## src/rtl/disp_codec.sv

```systemverilog
// disp_codec: double-dabble BCD conversion of two values into 8 active-low
// seven-segment bytes for the bike meter scan driver.
// Ports: clk, rst (sync, active-high), start, val0/val1 [W-1:0] in;
//   busy, done, ovf[1:0], seg0..seg7 [7:0] out (seg0 = leftmost digit).
// Optional macro LZB_EN: enables leading-zero blanking.
module disp_codec #(
  parameter int W   = 14,
  parameter int DP0 = 1,
  parameter int DP1 = 2
) (
  input  logic         clk,
  input  logic         rst,
  input  logic         start,
  input  logic [W-1:0] val0,
  input  logic [W-1:0] val1,
  output logic         busy,
  output logic         done,
  output logic [1:0]   ovf,
  output logic [7:0]   seg0,
  output logic [7:0]   seg1,
  output logic [7:0]   seg2,
  output logic [7:0]   seg3,
  output logic [7:0]   seg4,
  output logic [7:0]   seg5,
  output logic [7:0]   seg6,
  output logic [7:0]   seg7
);

  localparam int CW = $clog2(W + 1);

  typedef enum logic [1:0] {
    IDLE,
    SHIFT,
    ENCODE
  } state_t;

  state_t          state_q, state_d;
  logic [W-1:0]    bin0_q, bin0_d;
  logic [W-1:0]    bin1_q, bin1_d;
  logic [15:0]     bcd0_q, bcd0_d;
  logic [15:0]     bcd1_q, bcd1_d;
  logic [CW-1:0]   cnt_q, cnt_d;
  logic [1:0]      ovfp_q, ovfp_d;
  logic [1:0]      ovf_q, ovf_d;
  logic            busy_q, busy_d;
  logic            done_q, done_d;
  logic [7:0][7:0] seg_q, seg_d;

  logic            sat0, sat1;
  logic [31:0]     enc0, enc1;

  // One double-dabble step: adjust nibbles >= 5, then shift in the next bit.
  function automatic logic [15:0] dd_step(
    input logic [15:0] b,
    input logic        in_bit
  );
    logic [15:0] a;
    a = b;
    for (int i = 0; i < 4; i++) begin
      if (a[i*4 +: 4] >= 4'd5)
        a[i*4 +: 4] = a[i*4 +: 4] + 4'd3;
    end
    return {a[14:0], in_bit};
  endfunction

  function automatic logic [7:0] seg_of(input logic [3:0] d);
    logic [7:0] s;
    case (d)
      4'd0:    s = 8'hC0;
      4'd1:    s = 8'hF9;
      4'd2:    s = 8'hA4;
      4'd3:    s = 8'hB0;
      4'd4:    s = 8'h99;
      4'd5:    s = 8'h92;
      4'd6:    s = 8'h82;
      4'd7:    s = 8'hF8;
      4'd8:    s = 8'h80;
      4'd9:    s = 8'h90;
      default: s = 8'hFF;
    endcase
    return s;
  endfunction

  // Returns 4 bytes, thousands digit in [31:24] down to units in [7:0].
  function automatic logic [31:0] enc_val(
    input logic [15:0] bcd,
    input int          dp
  );
    logic [31:0] o;
    logic [7:0]  s;
`ifdef LZB_EN
    logic        lead;
    lead = 1'b1;
`endif
    o = '0;
    for (int k = 3; k >= 0; k--) begin
      s = seg_of(bcd[k*4 +: 4]);
      if (k == dp)
        s[7] = 1'b0;
`ifdef LZB_EN
      // lead stays set while this and all higher digits are zero
      lead = lead && (bcd[k*4 +: 4] == 4'd0);
      if (lead && k > 0 && k > dp)
        s = 8'hFF;
`endif
      o[k*8 +: 8] = s;
    end
    return o;
  endfunction

  assign sat0 = 32'(val0) > 32'd9999;
  assign sat1 = 32'(val1) > 32'd9999;
  assign enc0 = enc_val(bcd0_q, DP0);
  assign enc1 = enc_val(bcd1_q, DP1);

  always_comb begin
    state_d = state_q;
    bin0_d  = bin0_q;
    bin1_d  = bin1_q;
    bcd0_d  = bcd0_q;
    bcd1_d  = bcd1_q;
    cnt_d   = cnt_q;
    ovfp_d  = ovfp_q;
    ovf_d   = ovf_q;
    busy_d  = busy_q;
    done_d  = 1'b0;
    seg_d   = seg_q;
    case (state_q)
      IDLE: begin
        if (start) begin
          bin0_d  = sat0 ? W'(9999) : val0;
          bin1_d  = sat1 ? W'(9999) : val1;
          ovfp_d  = {sat1, sat0};
          bcd0_d  = '0;
          bcd1_d  = '0;
          cnt_d   = CW'(W);
          busy_d  = 1'b1;
          state_d = SHIFT;
        end
      end
      SHIFT: begin
        bcd0_d = dd_step(bcd0_q, bin0_q[W-1]);
        bcd1_d = dd_step(bcd1_q, bin1_q[W-1]);
        bin0_d = {bin0_q[W-2:0], 1'b0};
        bin1_d = {bin1_q[W-2:0], 1'b0};
        cnt_d  = cnt_q - CW'(1);
        if (cnt_q == CW'(1))
          state_d = ENCODE;
      end
      ENCODE: begin
        seg_d[0] = enc0[31:24];
        seg_d[1] = enc0[23:16];
        seg_d[2] = enc0[15:8];
        seg_d[3] = enc0[7:0];
        seg_d[4] = enc1[31:24];
        seg_d[5] = enc1[23:16];
        seg_d[6] = enc1[15:8];
        seg_d[7] = enc1[7:0];
        ovf_d    = ovfp_q;
        done_d   = 1'b1;
        busy_d   = 1'b0;
        state_d  = IDLE;
      end
      default: state_d = IDLE;
    endcase
  end

  always_ff @(posedge clk) begin
    if (rst) begin
      state_q <= IDLE;
      bin0_q  <= '0;
      bin1_q  <= '0;
      bcd0_q  <= '0;
      bcd1_q  <= '0;
      cnt_q   <= '0;
      ovfp_q  <= '0;
      ovf_q   <= '0;
      busy_q  <= 1'b0;
      done_q  <= 1'b0;
      seg_q   <= {8{8'hFF}};
    end else begin
      state_q <= state_d;
      bin0_q  <= bin0_d;
      bin1_q  <= bin1_d;
      bcd0_q  <= bcd0_d;
      bcd1_q  <= bcd1_d;
      cnt_q   <= cnt_d;
      ovfp_q  <= ovfp_d;
      ovf_q   <= ovf_d;
      busy_q  <= busy_d;
      done_q  <= done_d;
      seg_q   <= seg_d;
    end
  end

  assign busy = busy_q;
  assign done = done_q;
  assign ovf  = ovf_q;
  assign seg0 = seg_q[0];
  assign seg1 = seg_q[1];
  assign seg2 = seg_q[2];
  assign seg3 = seg_q[3];
  assign seg4 = seg_q[4];
  assign seg5 = seg_q[5];
  assign seg6 = seg_q[6];
  assign seg7 = seg_q[7];

endmodule

```

## config.mk

```make
export PLATFORM = sky130hd
export DESIGN_NAME = disp_codec
export DESIGN_NICKNAME = d
export VERILOG_FILES = /design/src/rtl/disp_codec.sv
export SDC_FILE = /design/constraint.sdc
export NUM_CORES = 1
export LEC_CHECK = 0
export BUFFER_PORTS_ARGS = -buffer_cell sky130_fd_sc_hd__buf_4
export CAP_MARGIN = 20
export CORE_MARGIN = 3
export CORE_UTILIZATION = 45
export CTS_CLUSTER_DIAMETER = 50
export DETAILED_ROUTE_END_ITERATION = 12
export PLACE_DENSITY = 0.79
export SETUP_SLACK_MARGIN = 0.1
export SYNTH_ARGS = -nofsm -noshare
export SYNTH_HDL_FRONTEND = slang
export SYNTH_SLANG_ARGS = --single-unit
export TNS_END_PERCENT = 50
```

## constraint.sdc

```tcl
create_clock -name clk -period 1.6 [get_ports clk]
set_input_delay 0.08 -clock clk [delete_from_list [all_inputs] [get_ports clk]]
set_output_delay 0.08 -clock clk [all_outputs]
set_load 0.005 [all_outputs]
```

# --- After elaboration in Yosys (flattened, before gate mapping) ---
# Memories as Yosys holds them, arrays and structs flattened. A register that Yosys moved wholly into a read port is not among the register bits.
# Index checks and enable logic that the tools add are counted.
word_totals:
  mem_count: 8
  rom_bits: 896
  latch_bits: 0
  word_cells: 82
  input_bits: 31
  ram_bits: 0
  output_inout_bits: 68
  reg_bits: 136
memory_table:
  columns: ["name", "depth", "width", "rd", "rd_clocked_by_memory_dff", "wr", "line_no", "source"]
  rows:
  - ["(name not given)", 16, 7, 1, 1, 0, "68", "case (d)"]
  - ["(name not given)", 16, 7, 1, 1, 0, "68", null]
  - ["(name not given)", 16, 7, 1, 1, 0, "68", null]
  - ["(name not given)", 16, 7, 1, 1, 0, "68", null]
  - ["(name not given)", 16, 7, 1, 1, 0, "68", null]
  - ["(name not given)", 16, 7, 1, 1, 0, "68", null]
  - ["2 more memories", null, null, null, null, null, null, null]
classes:
  n_mul: 0
  n_mux: 25
  bitwise_logic: 0
  eq_ne: 5
  div: 0
  n_reduce_logical: 7
  addsub: 9
  magnitude_cmp: 10
  shift: 0
op_table:
  columns: ["operator", "n"]
  rows:
  - ["$pmux 16 s2", 2]
  - ["$mux 14", 4]
  - ["$pmux 14 s2", 2]
  - ["$ge 4x3->1 const B", 8]
  - ["$gt 14x14->1 const B", 2]
  - ["$mux 4", 7]
  - ["$add 4x2->4 const B", 6]
  - ["$mux 16", 1]
  - ["$pmux 4 s2", 1]
  - ["$reduce_and 2->1", 4]
  - ["$add 3x2->3 const B", 2]
  - ["$mux 3", 2]
  - ["$eq 4x1->1 const B", 1]
  - ["$mux 2", 2]
  - ["$ne 2x2->1 const B", 2]
  - ["$pmux 2 s2", 1]
  - ["$reduce_bool 2->1", 2]
  - ["$sub 4x1->4 const B", 1]
  - ["$eq 2x1->1 const B", 1]
  - ["$eq 2x2->1 const B", 1]
  - ["$logic_not 2->1", 1]
  - ["$mux 1", 2]
  - ["$pmux 1 s2", 1]

# --- Logic depth before layout (Yosys ltp) ---
depth:
  ltp_word: 4
  depth_mapped: 7
  mapped_depth_nobuf: 6

# --- Worst setup path after synthesis ---
# Ideal clock, no wire load.
synth_timing:
  path_type: "reg-to-reg"
  startpoint: "register bcd0_q[5]"
  endpoint: "register bcd0_q[6]"
  path_stages_with_launch: 7
  n_path_buf: 0
  synth_period_minus_slack_ns: 1.551
  t_arrival_ns: 1.434
  setup_ns: 0.117
  slack_ns: 0.049
  cell_sequence: "dfxtp_1 > inv_1 > ha_1 > nand2b_1 > a21oi_1 > mux2i_1 > a22o_1"
synth_via:
  elab_chain_cells: 3
synth_lines:
  columns: ["element", "line_no", "source"]
  rows:
  - ["start: declaration", "40", "logic [15:0] bcd0_q, bcd0_d;"]
  - ["start signal: assignment", "173", "bcd0_q <= '0;"]
  - ["start signal: assignment", "185", "bcd0_q <= bcd0_d;"]
  - ["$add 4x2->4 or $ge 4x3->1 (tied branches)", "61, 60", null]
  - ["$mux 4 *", "60", "if (a[i*4 +: 4] >= 4'd5)"]
  - ["$pmux 16 s2 *", "128", "case (state_q)"]
# Every way passes the cells marked *; elsewhere a longest branch is shown, timed or not.
# A chain may end at the register's enable or synchronous reset.

# --- Worst setup path after layout ---
layout_timing:
  startpoint: "register bcd0_q[9]"
  endpoint: "register bcd0_q[11]"
# The elaborated chain is that of the path after synthesis.

==> out/metrics.cfg <==
[power]
combPwrFrac=0.095
clockPowerShare=0.471
power_uw=7900
ir_drop_mv=0.725
p_int_uw=6080
p_leak_uw=0.00326
p_seq_frac=0.434
power.density_nw_per_um2=938
power_switching_uw=1820
p_sw_frac=0.230

[setup_path]
setup.worst_path.class=reg -> reg
crit_buf_inv=1
r2r-end=bcd0_q[11]
cp_top_family=adder cells
rrSetupSlack_ns=0.14
cp.required_ns=1.91
r2r-start=bcd0_q[9]
crit_path_start=bcd0_q[9]
max_stage_delay_ns=0.31
cp_max_fo=5
crit_cells=6
reg2regPathDepth=6
end_kind=register
critPathSlowestCell=dfxtp_1
crit_chain=inv_1 -> ha_2 -> ha_1 -> o21bai_1 -> a22oi_1 -> o21ai_0
start_kind=register
crit_path_end=bcd0_q[11]
crit_arrival_ns=1.77

[synth]
synth-seq-area-share=0.400
synth_most_common_cell=dfxtp_1
synth-seq-cells=129
synth_area_um2=6460
async_reset_ff_frac=0
yosysTopAreaCell=dfxtp_1
synth_ff_type=dfxtp_1
yosysTopAreaCellShare=0.400
ys_top_cells_by_count=129 x dfxtp_1, 84 x a21oi_1, 61 x nor2_1
syn_inst=759
ys_top_cells_by_area=dfxtp_1 40%, ha_1 8.5%, a21oi_1 6.5%
avgSynthCellArea_um2=8.51
netlist-cell-type-count=48
synth_warnings=0
synth_edf_count=0

[drt]
remaining_drc_errors=0
drtIter0Drc=460
via_count=5866
wire_per_inst_um=14.7
via_per_inst=5.46
dr.pass1.iters=6
ant_nets=0
drt-total-wl_mm=15.9

[finish]
stdcell_area_um2=8430
final_layout_size_suffix_gt1_frac=0.236
fin_nets=958
insertedDiodeCount=0
nFillCells=1166
areaGrowthSynthToFinish_pct=30.5

[floorplanning]
num_rows=43
start_util=0.464
dieArea_um2=15800
die_h_um=126
die_w_um=126
num_io_pins=99
coreArea_um2=13900

[clocking]
h-tree-depth=4
cts.sink_count=129
clk_pin_slew_worst_paths_ns=0.06
clockBufferDepth=2
cts-root-buf=clkbuf_16
cts_made_buffers=17
clk_latency_ns=0.42
cts_tree=done

[timing]
grt_setup_unrepaired=true
finalCritPeriodShare=0.910
hold_violations=0
holdWs_ns=0.00367
fin_ws_ns=0.144
clock_skew_ns=0.00940
drv_slew=0
layout_min_cycle_time_ns=1.46
finalSetupViolations=0
fmax_ghz=0.687
fin_tns_setup_ns=0

[global_routing]
grt_first_pass_wirelength_mm=26.2
grt_pass1_vias=5492
grt_max_degree=60
grtUsageTotal=0.199
antenna_found_initial=0
grt-ovfl-total=0

[placed_design]
placed_area_um2=7490
place.gp.congestion=0.862
post-dp-hpwl_mm=10.6
io_buffer_count=92
place_ws_ns=0.0520

[run_status]
status=finished clean

[min_path]
hp-class=in -> reg

[flow_run]
cap_violations=0

[metrics by stage]
| stage | utilization | cells |
|---|---|---|
| 2_1_floorplan | - | 764 |
| 3_3_place_gp | 0.538 | 1020 |
| 3_5_place_dp | 0.538 | 1020 |
| 4_1_cts | 0.596 | 1075 |
| 5_1_grt | 0.605 | 1075 |
| 6_report | 0.605 | 1075 |
[power groups by stage]
stage	sequential (uW)	combinational, uW	clock, uW
floorplan	3470	427	0
CTS	3420	725	3780
global route	3440	827	3950
detailed placement	3490	674	0
finish	3430	750	3730
global placement	3490	665	0
[timing repair]
action,CTS,global route
setup buffers,1,0
setup endpoints to repair,11,67
gates resized for setup,5,40
hold endpoints to repair,24,0
pin swaps,0,7
hold buffers,23,0
[cell families (layout without fill, tap and decap cells)]
logic type	count (synthesis)	after routing	synth area share
AND/OR/NAND/NOR	194	194	0.143
multiplexers	13	13	0.0201
AO/OA/AOI/OAI	267	267	0.266
buffers and inverters	95	226	0.0641
adder cells (fa/ha/maj)	44	44	0.0852
other	1	6	0.000581
flip-flops	129	129	0.400
XOR/XNOR	16	16	0.0217
[flip-flops by register name, indices dropped and copies added, names as in the netlist]
name,count
bcd0_q,16
bcd1_q,16
bin0_q,14
bin1_q,14
seg2,8
seg0,7
seg1,7
seg3,7
seg4,7
seg5,7
seg6,7
seg7,7
cnt_q,4
ovf,2
ovfp_q,2
state_q,2
busy,1
done,1
[worst min-delay path by stage]
stage / start / endpoint / slack, ns / cells past startpoint
after floorplan: val1[4] / bin1_q[4] / 0.20 / 1
after global placement: val1[7] / bin1_q[7] / 0.29 / 2
after detailed placement: val1[5] / bin1_q[5] / 0.31 / 2
after CTS: val0[10] / bin0_q[10] / 0.001 / 3
after global routing: val0[10] / bin0_q[10] / 0.005 / 3
final: val0[10] / bin0_q[10] / 0.004 / 3
[worst min-delay path, cell delays in order]
cell and delay, ns:
buf_4 0.12, nor2_1 0.12, nor4_1 0.06
[area by class of cell]
type,instances,area (um^2),area share
Clock buffer,25,485,0.0576
Clock inverter,6,80.1,0.00950
Inverter,36,135,0.0160
Multi-Input combinational cell,540,3600,0.427
Sequential cell,129,2600,0.309
Tap cell,180,225,0.0267
Timing Repair Buffer,159,1300,0.154
[placed cells by master, fill, tap and decap left out, types with 4 or more instances in the layout]
cell type,count
nand2_1,57
o22ai_1,21
a211oi_1,11
xnor2_1,15
ha_1,36
nand2b_1,26
a221o_1,10
a21oi_2,8
a21oi_1,76
inv_1,31
o221ai_1,4
a211o_1,15
buf_4,130
o221a_2,6
a22oi_1,9
dfxtp_1,120
nor4_1,7
a22o_1,11
clkbuf_16,17
mux2i_1,13
clkbuf_1,5
dlygate4sd3_1,23
nor2_1,60
a311oi_1,8
ha_2,8
inv_2,5
clkinv_2,4
o21ai_0,55
nor3b_1,6
conb_1,6
nor3_1,8
o21ai_1,10
a21o_1,4
dfxtp_2,6
o2bb2ai_1,4
nand3_1,11
[routing by layer]
metal  vias up  wire [um]  global-route usage
li1       2960          -                   -
met4         0        252              0.0656
met3        19        963              0.0568
met2       175       7240               0.322
met1      2712       7390               0.258
met5         -          0                   0
Power figures use the tool's default switching activity.
